`config.mk`:
```
export PLATFORM = sky130hd
export DESIGN_NAME = alu_7seg_scan
export DESIGN_NICKNAME = d
export VERILOG_FILES = /design/src/rtl/alu_7seg_scan.sv
export SDC_FILE = /design/constraint.sdc
export NUM_CORES = 1
export LEC_CHECK = 0
export BUFFER_PORTS_ARGS = -buffer_cell sky130_fd_sc_hd__buf_2
export CAP_MARGIN = 30
export CORE_MARGIN = 5
export CORE_UTILIZATION = 25
export DETAILED_ROUTE_END_ITERATION = 7
export PLACE_DENSITY = 0.4
export REMOVE_ABC_BUFFERS = 1
export SLEW_MARGIN = 20
export SYNTH_ARGS = -nofsm -noshare
export SYNTH_HDL_FRONTEND = slang
export SYNTH_SLANG_ARGS = --single-unit
```
`constraint.sdc`:
```
create_clock -name clk -period 2.9 [get_ports clk]
set_clock_uncertainty 0.2 [all_clocks]
set_input_delay 0.145 -clock clk [delete_from_list [all_inputs] [get_ports clk]]
set_output_delay 0.145 -clock clk [all_outputs]
set_load 0.03 [all_outputs]
```
`src/rtl/alu_7seg_scan.sv`:
```
// Registered WIDTH-bit ALU (add/sub/or/xor) with carry and zero flags, driving a
// time-multiplexed hex display of the result through a prescaled digit scanner.
module alu_7seg_scan #(
   parameter int WIDTH    = 8,
   parameter int SCAN_DIV = 1000
) (
   input  logic               clk,
   input  logic               rst_n,
   input  logic [WIDTH-1:0]   A,
   input  logic [WIDTH-1:0]   B,
   input  logic [1:0]         opcode,
   input  logic               start,
   input  logic               en,
   output logic [WIDTH-1:0]   result,
   output logic               carry,
   output logic               zero,
   output logic               done,
   output logic [6:0]         seg,
   output logic [WIDTH/4-1:0] an
);
   localparam int NDIG = WIDTH / 4;
   localparam int PW   = (SCAN_DIV > 1) ? $clog2(SCAN_DIV) : 1;
   localparam int IW   = (NDIG > 1) ? $clog2(NDIG) : 1;

   logic [WIDTH:0]  alu_p0;
   logic            alu_c_p0;
   logic [PW-1:0]   pcnt;
   logic [IW-1:0]   idx;
   logic [3:0]      nib;

   function automatic logic [6:0] hex7(input logic [3:0] v);
      case (v)
         4'h0: hex7 = 7'b0111111;
         4'h1: hex7 = 7'b0000110;
         4'h2: hex7 = 7'b1011011;
         4'h3: hex7 = 7'b1001111;
         4'h4: hex7 = 7'b1100110;
         4'h5: hex7 = 7'b1101101;
         4'h6: hex7 = 7'b1111101;
         4'h7: hex7 = 7'b0000111;
         4'h8: hex7 = 7'b1111111;
         4'h9: hex7 = 7'b1101111;
         4'hA: hex7 = 7'b1110111;
         4'hB: hex7 = 7'b1111100;
         4'hC: hex7 = 7'b0111001;
         4'hD: hex7 = 7'b1011110;
         4'hE: hex7 = 7'b1111001;
         default: hex7 = 7'b1110001;
      endcase
   endfunction

   // Stage p0: combinational ALU; the extra MSB carries carry-out or borrow
   always_comb begin
      alu_p0   = '0;
      alu_c_p0 = 1'b0;
      case (opcode)
         2'b00: begin
            alu_p0   = {1'b0, A} + {1'b0, B};
            alu_c_p0 = alu_p0[WIDTH];
         end
         2'b10: begin
            alu_p0   = {1'b0, A} - {1'b0, B};
            alu_c_p0 = alu_p0[WIDTH];
         end
         2'b01:   alu_p0 = {1'b0, A | B};
         default: alu_p0 = {1'b0, A ^ B};
      endcase
   end

   always_comb begin
      nib = 4'h0;
      for (int i = 0; i < NDIG; i++) begin
         if (idx == IW'(i)) nib = result[4*i +: 4];
      end
   end

   // Stage p1: result/flag registers, scan counters and display registers
   always_ff @(posedge clk) begin
      if (!rst_n) begin
         result <= '0;
         carry  <= 1'b0;
         zero   <= 1'b1;
         done   <= 1'b0;
         pcnt   <= '0;
         idx    <= '0;
         seg    <= 7'b0;
         an     <= '1;
      end else begin
         done <= start;
         if (start) begin
            result <= alu_p0[WIDTH-1:0];
            carry  <= alu_c_p0;
            zero   <= (alu_p0[WIDTH-1:0] == '0);
         end

         if (pcnt == PW'(SCAN_DIV - 1)) begin
            pcnt <= '0;
            idx  <= (idx == IW'(NDIG - 1)) ? '0 : idx + IW'(1);
         end else begin
            pcnt <= pcnt + PW'(1);
         end

         // Blanking only gates the drivers; the scan position keeps running
         if (en) begin
            an  <= ~(NDIG'(1) << idx);
            seg <= hex7(nib);
         end else begin
            an  <= '1;
            seg <= 7'b0;
         end
      end
   end
endmodule

```
---- Word-level counts from Yosys, hierarchy flattened ----
Memories as Yosys holds them, arrays and structs flattened. A register that Yosys moved wholly into a read port is not among the register bits.
Cells that the tools add are included.
storage, ports and cells
  memory bits (writable) .................. 0
  bits of input ports ..................... 22
  bits in latches ......................... 0
  output and inout port bits .............. 20
  memory bits (read-only) ................. 112
  bits in registers ....................... 24
  logic and storage cells ................. 29
  memories kept ........................... 1
memory list
  memory            depth  bits a word  rd ports  clocked after Yosys merged registers in  wr ports  RTL line  source
  (name not given)  16     7            1         1                                        0         32        case (v)
operators by class
  muxes and demuxes ....................... 4
  bitwise logic cells ..................... 4
  reductions and logical operators ........ 5
  $add $sub $neg .......................... 4
  shift-type cells ........................ 1
  $mul .................................... 0
  equality and inequality tests ........... 3
  $lt $le $gt $ge ......................... 0
  divide/modulo/power cells ............... 0
operators by type and width
  cell                     count
  $pmux W8 S3              1
  $add A10 B1 Y10 const B  1
  $eq A10 B10 Y1 const B   1
  $add A8 B8 Y9            1
  $sub A8 B8 Y9            1
  $logic_not A8 Y1         1
  $or A8 B8 Y8             1
  $xor A8 B8 Y8            1
  $mux W4                  1
  $eq A2 B1 Y1 const B     1
  $eq A2 B2 Y1 const B     1
  $logic_not A2 Y1         1
  $not A2 Y2               1
  $pmux W1 S2              1
  $reduce_and A2 Y1        1
  $reduce_or A2 Y1         1
  $shl A1 B1 Y2 const A    1
  $add A1 B1 Y1 const B    1
  $logic_not A1 Y1         1
  $mux W1                  1
  $not A1 Y1               1

---- Logic depth before layout (Yosys ltp) ----
Gate-level depths: netlist of the first run.
  depth in word-level cells ............... 3
  depth in mapped cells ................... 11
  depth with buffers taken out ............ 11

---- Worst setup path before layout of the first run ----
No wires, ideal clock.
  path type ............................... input to register
  start point ............................. in A[0]
  end point ............................... reg zero
  arrival time ............................ 1.875 ns
  stages .................................. 10
  library setup time ...................... 0.116 ns
  path buffers ............................ 0
  setup slack ............................. 0.710 ns
  cells stage by stage .................... inv_1 -> ha_1 -> inv_1 -> fa_1 -> nor3b_1 -> o31a_1 -> o2111a_1 -> a21oi_1 -> nor2_1 -> a31o_1
on the way
  longest elaborated chain between the ends .. 3
  elaborated cells between the ends (all ways) .. 6
RTL lines
  element                                RTL line  source
  start: declaration                     9         input logic [WIDTH-1:0] A,
  $sub A8 B8 Y9 (tied with other cells)  62        alu_p0 = {1'b0, A} - {1'b0, B};
  $pmux W8 S3 (*)                        56        case (opcode)
  $logic_not A8 Y1 (*)                   93        zero <= (alu_p0[WIDTH-1:0] == '0);
  end signal: assignment                 93
  end: declaration                       16        output logic zero,
Every way passes the cells marked *; elsewhere a longest branch is shown, timed or not.
A chain may end at the register's enable or synchronous reset.

---- Final worst setup path of the first run ----
Ends and elaborated chain as after synthesis.

==> impl_metrics.yaml, run 1 <==
layout:
  fillers: 1043
  drive_gt1_share_pct: 19.1
  area_delta_synth_final_pct: 18.3
  antennaDiodeCount: 0
  nets: 385
floorplanning:
  die_area_sq_um: 11900
  die_height_microns: 109
  start_util_pct: 25.3
  ios: 42
  chipWidth_microns: 109
  core_sq_um: 9680
  rows: 36
clocking:
  cts_resized: 0
  cts.path.max_buffers: 2
  path_clk_slew_ns: 0.07
  cts_tree: "yes"
  cts-root-buf: "clkbuf_8"
  insertion_delay_ns: 0.28
  htree_levels: 2
  clock_sinks: 31
  cts_buffers: 5
  cts_hold_buf: 1
  cts_setup_buffers: 0
route:
  routed_via_density: 4.53
  firstDrtPassIters: 4
  wirelength_microns: 5800
  drtIter0Drc: 76
  ant_nets: 0
  drc: 0
  num_vias: 2093
  routedWlPerCell_microns: 12.5
synthesis:
  synth_edf_count: 0
  async_flop_share_pct: 0
  ys_ff_latch: 31
  ys_types: 57
  synth_seq_area_share_pct: 25.3
  syn_avg_cell_area_sq_um: 8.48
  ys.flop_type: "dfxtp_1"
  syn_area_sq_um: 2450
  yosys_warnings: 0
  syn_inst: 289
pwr:
  p_total_uw: 1260
  power.density_nw_per_um2: 436
  leakage_uw: 0.00134
  peakVddDrop_mv: 0.257
timing:
  final_hold_viol_count: 0
  tightest_slew_ns: 0.669
  min_period_ns: 2.20
  finalSetupTns_ns: 0
  grt_setup_unrepaired: "false"
  relSlewSlack_pct: 54.1
  finalSetupViolations: 0
  min_period_over_period_pct: 75.7
  max_freq_ghz: 0.455
  drv_slew: 0
setup_path:
  startpoint_type: "input port"
  path_class: "in -> reg"
  worstPathRequired_ns: 2.88
  regToRegSetupSlack_ns: 0.79
  worst_r2r_endpoint: "seg[1]"
  reg2regPathDepth: 6
  setup.worst_path.end_class: "flip-flop"
  r2r-start: "idx"
  crit_fanout: 3
  crit_arrival_ns: 2.17
flow_run:
  maxCapViolations: 0
grt:
  grt_pass1_vias: 2114
  antenna_found_initial: 0
  grt_pass1_wl_microns: 10000
  globalRouteOverflowTotal: 0
  grt_usage_pct: 10.4
  grt_max_degree: 22
hold_path:
  hp-class: "in -> reg"
  hold_depth: 2
  hp-start: "rst_n"
  holdPathEnd: "an[1]"
place:
  port_buffers: 41
  hpwl_microns: 4620
  gp_congestion: 0.802
run_status:
  status: "completed"
-- worst max-delay path by stage --
stage	to	slack, ns	depth (start not counted)	startpoint
global placement	zero	0.46	11	A[0]
CTS	zero	0.69	11	A[0]
floorplan	zero	0.71	10	A[0]
global route	zero	0.53	11	A[0]
detailed placement	zero	0.40	11	A[0]
finish	zero	0.70	11	A[0]
-- critical path: stages --
cell and delay (ns):
buf_2 0.11, inv_1 0.07, ha_1 0.17, inv_1 0.05, fa_1 0.40, nor3b_1 0.17
o31a_1 0.33, o2111a_1 0.26, a21oi_1 0.18, nor2_1 0.07, a31o_1 0.21
-- metrics by stage --
step / hold WS (ns) / util [%] / std cells / setup slack [ns] / area [sq um]
detailed placement: 0.180 / 28.6 / 453 / 0.403 / 2770
CTS: 0.0377 / 29.9 / 462 / 0.693 / 2900
global route: 0.0677 / 29.9 / 462 / 0.533 / 2900
global placement: 0.170 / 28.6 / 453 / 0.463 / 2770
floorplan: 0.0312 / - / 278 / 0.705 / 2390
finish: 0.0297 / 29.9 / 462 / 0.704 / 2900
-- final cells by class --
class	count	area [sq um]	area share [%]
sequential	31	621	21.4
multi-input combinational	219	1670	57.5
timing repair buffer	43	223	7.69
clock buffer	6	82.6	2.85
clock inverter	2	35.0	1.21
inverter	28	105	3.63
tap	133	166	5.74
-- metal layers --
| metal | vias to the layer above | GRT usage (%) | part of all wire [%] |
|---|---|---|---|
| met5 | - | 0 | 0 |
| met4 | 0 | 1.89 | 0.59 |
| met3 | 5 | 2.07 | 2.9 |
| met2 | 28 | 17.4 | 47 |
| met1 | 974 | 14.0 | 49 |
| li1 | 1086 | - | - |
-- cell usage after synthesis, drive strengths merged, types with 2 or more instances --
master  instances  share of area (%)
buf             5                1.5
inv            28                4.3
mux2i          11                4.5
xnor2           5                1.8
dfxtp          31                 25
nand3           8                1.6
o211a           4                1.6
o211ai          6                1.8
nand2b          4                1.0
and3            3               0.82
and2            5                1.3
nand4           3               0.77
nand2          18                2.8
nor2           26                4.0
nor3            8                1.8
o21bai          2               0.77
fa              2                1.6
o21ai          15                3.1
nor3b           2               0.61
nand3b          2               0.61
nor2b           6                1.5
or2             3               0.77
a221oi          4                1.4
mux2            5                2.3
ha             33                 17
clkbuf          6               0.92
a32oi           2               0.72
or3b            2               0.72
or3             2               0.51
a211oi          5                1.9
xor2            5                1.8
a21oi          12                2.5
-- registers in the layout, summed over array words and instances (netlist names) --
register,count
done,1
pcnt,10
zero,1
carry,1
seg,7
an,2
idx,1
result,8
-- where the power goes --
part / total (uW) / internal (uW) / switching [uW]
clock network: 446 / 278 / 168
registers: 466 / 450 / 15.6
logic: 353 / 136 / 217
-- logic make-up (layout without fill, tap and decap cells) --
family                     count (synthesis)  count (layout)  synth area share (%)
muxes                                     17              17                  7.71
AOI/OAI and AO/OA                         62              62                  18.5
adders and majority gates                 35              35                  18.5
buffers and inverters                     39              79                  6.69
and+or+nand+nor                           95              95                  19.7
xor gates and xnor gates                  10              10                  3.57
DFF                                       31              31                  25.3
-- placed cells by master, fill, tap and decap left out, drive strengths merged, types with 6 or more instances in the layout --
cell,count
a21oi,12
buf,42
clkbuf,6
dfxtp,31
ha,33
inv,28
mux2i,11
nand2,18
nand3,8
nor2,26
nor2b,6
nor3,8
o211ai,6
o21ai,15
Note: power is estimated with default switching activity, not from simulation.
==> inputs of run 2 (changes only) <==
- clock period: 2.9 -> 2.13 ns (I/O delays scaled with it)
==> run 2 against run 1 <==
Compared with the run above:
- design area increased by 8.6%
- hold slack improved by 0.024 ns
- final cell count increased by 6.3%
- register-to-register slack got worse by 0.63 ns
- critical endpoint unchanged
- largest power group unchanged
- highest routed layer unchanged
==> impl_metrics.yaml, run 2 (same netlist as run 1, synthesis figures left out) <==
setup_path:
  crit_arrival_ns: 2.03
  critPathMostFrequentCell: "nand3_1"
  worst_r2r_endpoint: "seg[6]"
  cp_num_buf_inv: 3
  regToRegSetupSlack_ns: 0.16
  setup.worst_path.end_class: "flip-flop"
  startpoint_type: "input port"
  crit_path_cell_trace: "buf_2 > buf_4 > ha_1 > inv_1 > fa_1 > nand3b_1 > nand3_1 > or3b_2 > nand3_1 > nor3_2 > a31o_1"
  worstPathRequired_ns: 2.11
  crit_fanout: 2
  crit_slowest_cell: "or3b_2"
  slowest_delay_ns: 0.47
  path_class: "in -> reg"
  cp_top_family: "simple AND/OR/NAND/NOR gates"
  reg2regPathDepth: 6
  r2r-start: "idx"
pwr:
  leakage_uw: 0.00147
  swShare_pct: 31.4
  power.density_nw_per_um2: 552
  p_total_uw: 1740
  power_frac_clock_pct: 31.9
  peakVddDrop_mv: 0.271
  comb_power_share_pct: 31.6
  p_switching_uw: 547
  internal_power_uw: 1190
  seqPwrFrac_pct: 36.4
timing:
  min_period_ns: 2.06
  final_hold_viol_count: 0
  max_freq_ghz: 0.486
  tightest_slew_ns: 0.399
  setup_slack_ns: 0.0721
  drv_slew: 0
  finalSetupViolations: 0
  relSlewSlack_pct: 73.4
  min_period_over_period_pct: 96.6
  finalSetupTns_ns: 0
route:
  routed_via_density: 4.47
  ant_nets: 0
  firstDrtPassIters: 4
  num_vias: 2195
  wirelength_microns: 5970
  routedWlPerCell_microns: 12.2
  drtIter0Drc: 69
  drc: 0
hold_path:
  hold_depth: 4
  hp-class: "in -> reg"
  hp-start: "B[7]"
  holdPathEnd: "carry"
grt:
  antenna_found_initial: 0
  grt_usage_pct: 10.7
  globalRouteOverflowTotal: 0
  grt_pass1_vias: 2142
  grt_max_degree: 22
  grt_pass1_wl_microns: 10300
place:
  dp.cells: 481
  post-place-ws_ns: -0.267
  hpwl_microns: 4850
  gp_congestion: 0.774
  port_buffers: 41
clocking:
  cts_tree: "yes"
  cts-root-buf: "clkbuf_8"
  cts.path.max_buffers: 2
  insertion_delay_ns: 0.28
  path_clk_slew_ns: 0.06
  clock_sinks: 31
  htree_levels: 2
  cts_setup_buffers: 0
  cts_buffers: 5
layout:
  nets: 415
  fillers: 1038
  largest_reg_flops: 10
  regMostFlops: "pcnt"
  final_cell_mix: "buf_2 (41), ha_1 (32), dfxtp_1 (31)"
  area_delta_synth_final_pct: 28.4
  drive_gt1_share_pct: 27.1
  reg_top3: "pcnt (10), result (8), seg (7)"
  antennaDiodeCount: 0
  layoutNonFillerInstCount: 491
  fin_util_pct: 32.5
  mostFrequentLayoutCell: "buf_2"
floorplanning:
  start_util_pct: 25.3
  chipWidth_microns: 109
  ios: 42
  die_height_microns: 109
  rows: 36
  core_sq_um: 9680
  die_area_sq_um: 11900
flow_run:
  maxCapViolations: 0
run_status:
  status: "completed"
==> run 2: cell type report <==
| cell class | instances | area (sq um) | share of cell area, % |
|---|---|---|---|
| Timing Repair Buffer | 73 | 453 | 14.4 |
| Clock buffer | 6 | 72.6 | 2.31 |
| Sequential cell | 31 | 621 | 19.7 |
| Multi-Input combinational cell | 219 | 1700 | 54.0 |
| Inverter | 28 | 105 | 3.34 |
| Tap cell | 133 | 166 | 5.29 |
| Clock inverter | 1 | 30.0 | 0.954 |
==> run 2: repair_timing <==
item | CTS | global route
gates resized for setup | 0 | 8
endpoints found under the hold margin | 5 | 0
endpoints found under the setup margin | 0 | 5
hold buffers | 3 | 0
==> run 2: worst min-delay path, cell delays in order <==
cell and delay (ns):
buf_2 0.09, ha_1 0.13, o211ai_1 0.09, nand3_1 0.09
==> run 2: power by group through the flow <==
| stage | combinational (uW) | sequential, uW | clock (uW) |
|---|---|---|---|
| 2_1_floorplan | 280 | 699 | 0 |
| 3_3_place_gp | 541 | 648 | 0 |
| 3_5_place_dp | 541 | 648 | 0 |
| 4_1_cts | 547 | 635 | 572 |
| 5_1_grt | 618 | 639 | 602 |
| 6_report | 550 | 633 | 555 |
==> run 2: worst max path at each step <==
stage               from    to  slack (ns)  cells past startpoint
finish              A[0]  zero        0.07                     11
global route        A[1]  zero     -0.0008                     10
CTS                 A[0]  zero        0.02                     11
detailed placement  A[0]  zero       -0.27                     11
global placement    A[0]  zero       -0.23                     11
floorplan           A[0]  zero       -0.03                     10
==> run 2: metal layers <==
layer  GRT usage [%]  wire [microns]  vias up
li1                -               -     1145
met1            14.9            2890     1011
met2            17.2            2850       35
met3            2.31             199        4
met4            1.89              36        0
met5               0               0        -
==> run 2: through the flow <==
stage | cell area, sq um | hold slack (ns)
after floorplan | 2390 | -0.00734
after global placement | 2980 | 0.131
after detailed placement | 2980 | 0.132
after CTS | 3110 | 0.0512
after global routing | 3150 | 0.0853
final | 3150 | 0.0541
==> inputs of run 3 (changes only) <==
--- a/config.mk
+++ b/config.mk
@@ -11,5 +11,5 @@
 export CORE_UTILIZATION = 25
 export DETAILED_ROUTE_END_ITERATION = 7
-export PLACE_DENSITY = 0.4
+export PLACE_DENSITY = 0.5
 export REMOVE_ABC_BUFFERS = 1
 export SLEW_MARGIN = 20
==> constraint.sdc (replaced) <==
create_clock -name clk -period 2.13 [get_ports clk]
set_clock_uncertainty 0.2 [all_clocks]
set_input_delay 0.3195 -clock clk [delete_from_list [all_inputs] [get_ports clk]]
set_output_delay 0.3195 -clock clk [all_outputs]
set_load 0.03 [all_outputs]
==> run 3 against run 2 <==
Compared with the run above:
- critical path type unchanged
- largest cell class unchanged
- flip-flop and latch count unchanged
- global-route usage increased by 0.086 points
- via count increased by 1.6%
- the flow now finishes with violations (setup timing)
- highest routed layer unchanged
==> impl_metrics.yaml, run 3 (same netlist as run 1, synthesis figures left out) <==
place:
  placed_cell_area_sq_um: 3060
  dp.cells: 491
  gp_congestion: 0.811
  hpwl_microns: 4870
  port_buffers: 41
route:
  routedWlPerCell_microns: 12.2
  num_vias: 2231
  ant_nets: 0
  firstDrtPassIters: 4
  drc: 0
  routed_via_density: 4.46
  wirelength_microns: 6090
  drtIter0Drc: 100
layout:
  reg_top3: "pcnt (10), result (8), seg (7)"
  area_delta_synth_final_pct: 32.6
  nets: 423
  fin_util_pct: 33.5
  regMostFlops: "pcnt"
  final_cell_mix: "buf_4 (41), buf_2 (39), ha_1 (31), dfxtp_1 (31), nor2_1 (25)"
  fin_area_sq_um: 3250
  layoutNonFillerInstCount: 500
  mostFrequentLayoutCell: "buf_4"
  antennaDiodeCount: 0
  largest_reg_flops: 10
  drive_gt1_share_pct: 31.9
pwr:
  p_total_uw: 1730
  swShare_pct: 32.9
  leakage_uw: 0.00152
  internal_power_uw: 1160
  power.density_nw_per_um2: 533
  power_frac_clock_pct: 30.0
  peakVddDrop_mv: 0.214
  comb_power_share_pct: 33.4
  p_switching_uw: 570
  seqPwrFrac_pct: 36.6
clocking:
  cts_hold_buf: 0
  cts_tree: "yes"
  clock_sinks: 31
  cts-root-buf: "clkbuf_8"
  cts.path.max_buffers: 2
  insertion_delay_ns: 0.29
  path_clk_slew_ns: 0.07
  cts_buffers: 5
  htree_levels: 2
floorplanning:
  chipWidth_microns: 109
  ios: 42
  die_height_microns: 109
  rows: 36
  die_area_sq_um: 11900
  core_sq_um: 9680
  start_util_pct: 25.3
timing:
  setup_slack_ns: -0.0657
  tightest_slew_ns: 0.513
  min_period_over_period_pct: 103
  finalSetupViolations: 2
  drv_slew: 0
  grt_setup_unrepaired: "true"
  final_hold_viol_count: 0
  max_freq_ghz: 0.455
  min_period_ns: 2.20
  whs_ns: 0.0665
  relSlewSlack_pct: 64.8
grt:
  grt_usage_pct: 10.8
  grt_max_degree: 17
  globalRouteOverflowTotal: 0
  antenna_found_initial: 0
  grt_pass1_vias: 2291
  grt_pass1_wl_microns: 10300
setup_path:
  r2r-start: "idx"
  path_class: "in -> reg"
  startpoint_type: "input port"
  worst_r2r_endpoint: "seg[0]"
  worstPathRequired_ns: 2.11
  crit_arrival_ns: 2.18
  regToRegSetupSlack_ns: 0.24
  critPathCapture: "zero"
  startpoint: "A[0]"
  crit_fanout: 2
  reg2regPathDepth: 5
  setup.worst_path.end_class: "flip-flop"
flow_run:
  maxCapViolations: 0
run_status:
  status: "complete, but fails checks"
  violations: "setup timing"
hold_path:
  hp-class: "in -> reg"
[run 3: how the worst min path moves through the flow]
stage,from,endpoint,slack [ns],cells past startpoint
6_report,en,an[1],0.07,2
5_1_grt,en,an[1],0.07,2
4_1_cts,en,an[1],0.06,2
3_5_place_dp,pcnt[0],pcnt[0],0.24,1
3_3_place_gp,pcnt[0],pcnt[0],0.24,1
2_1_floorplan,rst_n,an[1],0.21,1
[run 3: cell type report]
class                   instances  area (sq um)
fillers                      1007          6440
well taps                     133           166
inverters                      28           108
multi-input cells             219          1730
flip-flops and latches         31           621
clock buffers                   7          96.3
repair buffers                 81           518
clock inverters                 1          7.51
[run 3: metrics by stage]
step,setup TNS (ns),worst slack (ns)
6_report,-0.111,-0.0657
4_1_cts,-0.131,-0.0698
3_5_place_dp,-2.88,-0.454
5_1_grt,-0.516,-0.136
3_3_place_gp,-2.61,-0.430
2_1_floorplan,-0.520,-0.239
[run 3: worst max-delay path: stages]
cell      delay (ns)
buf_8           0.08
buf_4           0.11
ha_4            0.13
inv_2           0.04
fa_2            0.35
nand3b_1        0.21
nand3_1         0.11
or3b_2          0.46
nand3_1         0.11
nor3_2          0.05
a31o_1          0.21
[run 3: power by group through the flow]
stage	registers, uW	clock network, uW	logic [uW]
2_1_floorplan	699	0	280
3_3_place_gp	648	0	548
3_5_place_dp	648	0	554
4_1_cts	635	540	576
5_1_grt	638	568	644
6_report	634	520	579
[run 3: routing by layer]
metal	routed length [microns]	vias to the layer above	part of all wire [%]	GRT usage (%)
li1	-	1162	-	-
met3	288	7	4.7	3.20
met4	59	0	0.97	2.34
met5	0	-	0	0
met1	2870	1008	47	13.5
met2	2870	54	47	18.3
[run 3: timing repair]
action                                  in CTS  in global routing
endpoints found under the setup margin       7                  7
pin swaps                                    6                 10
buffers inserted                             1                  0
gates resized for setup                     16                  7
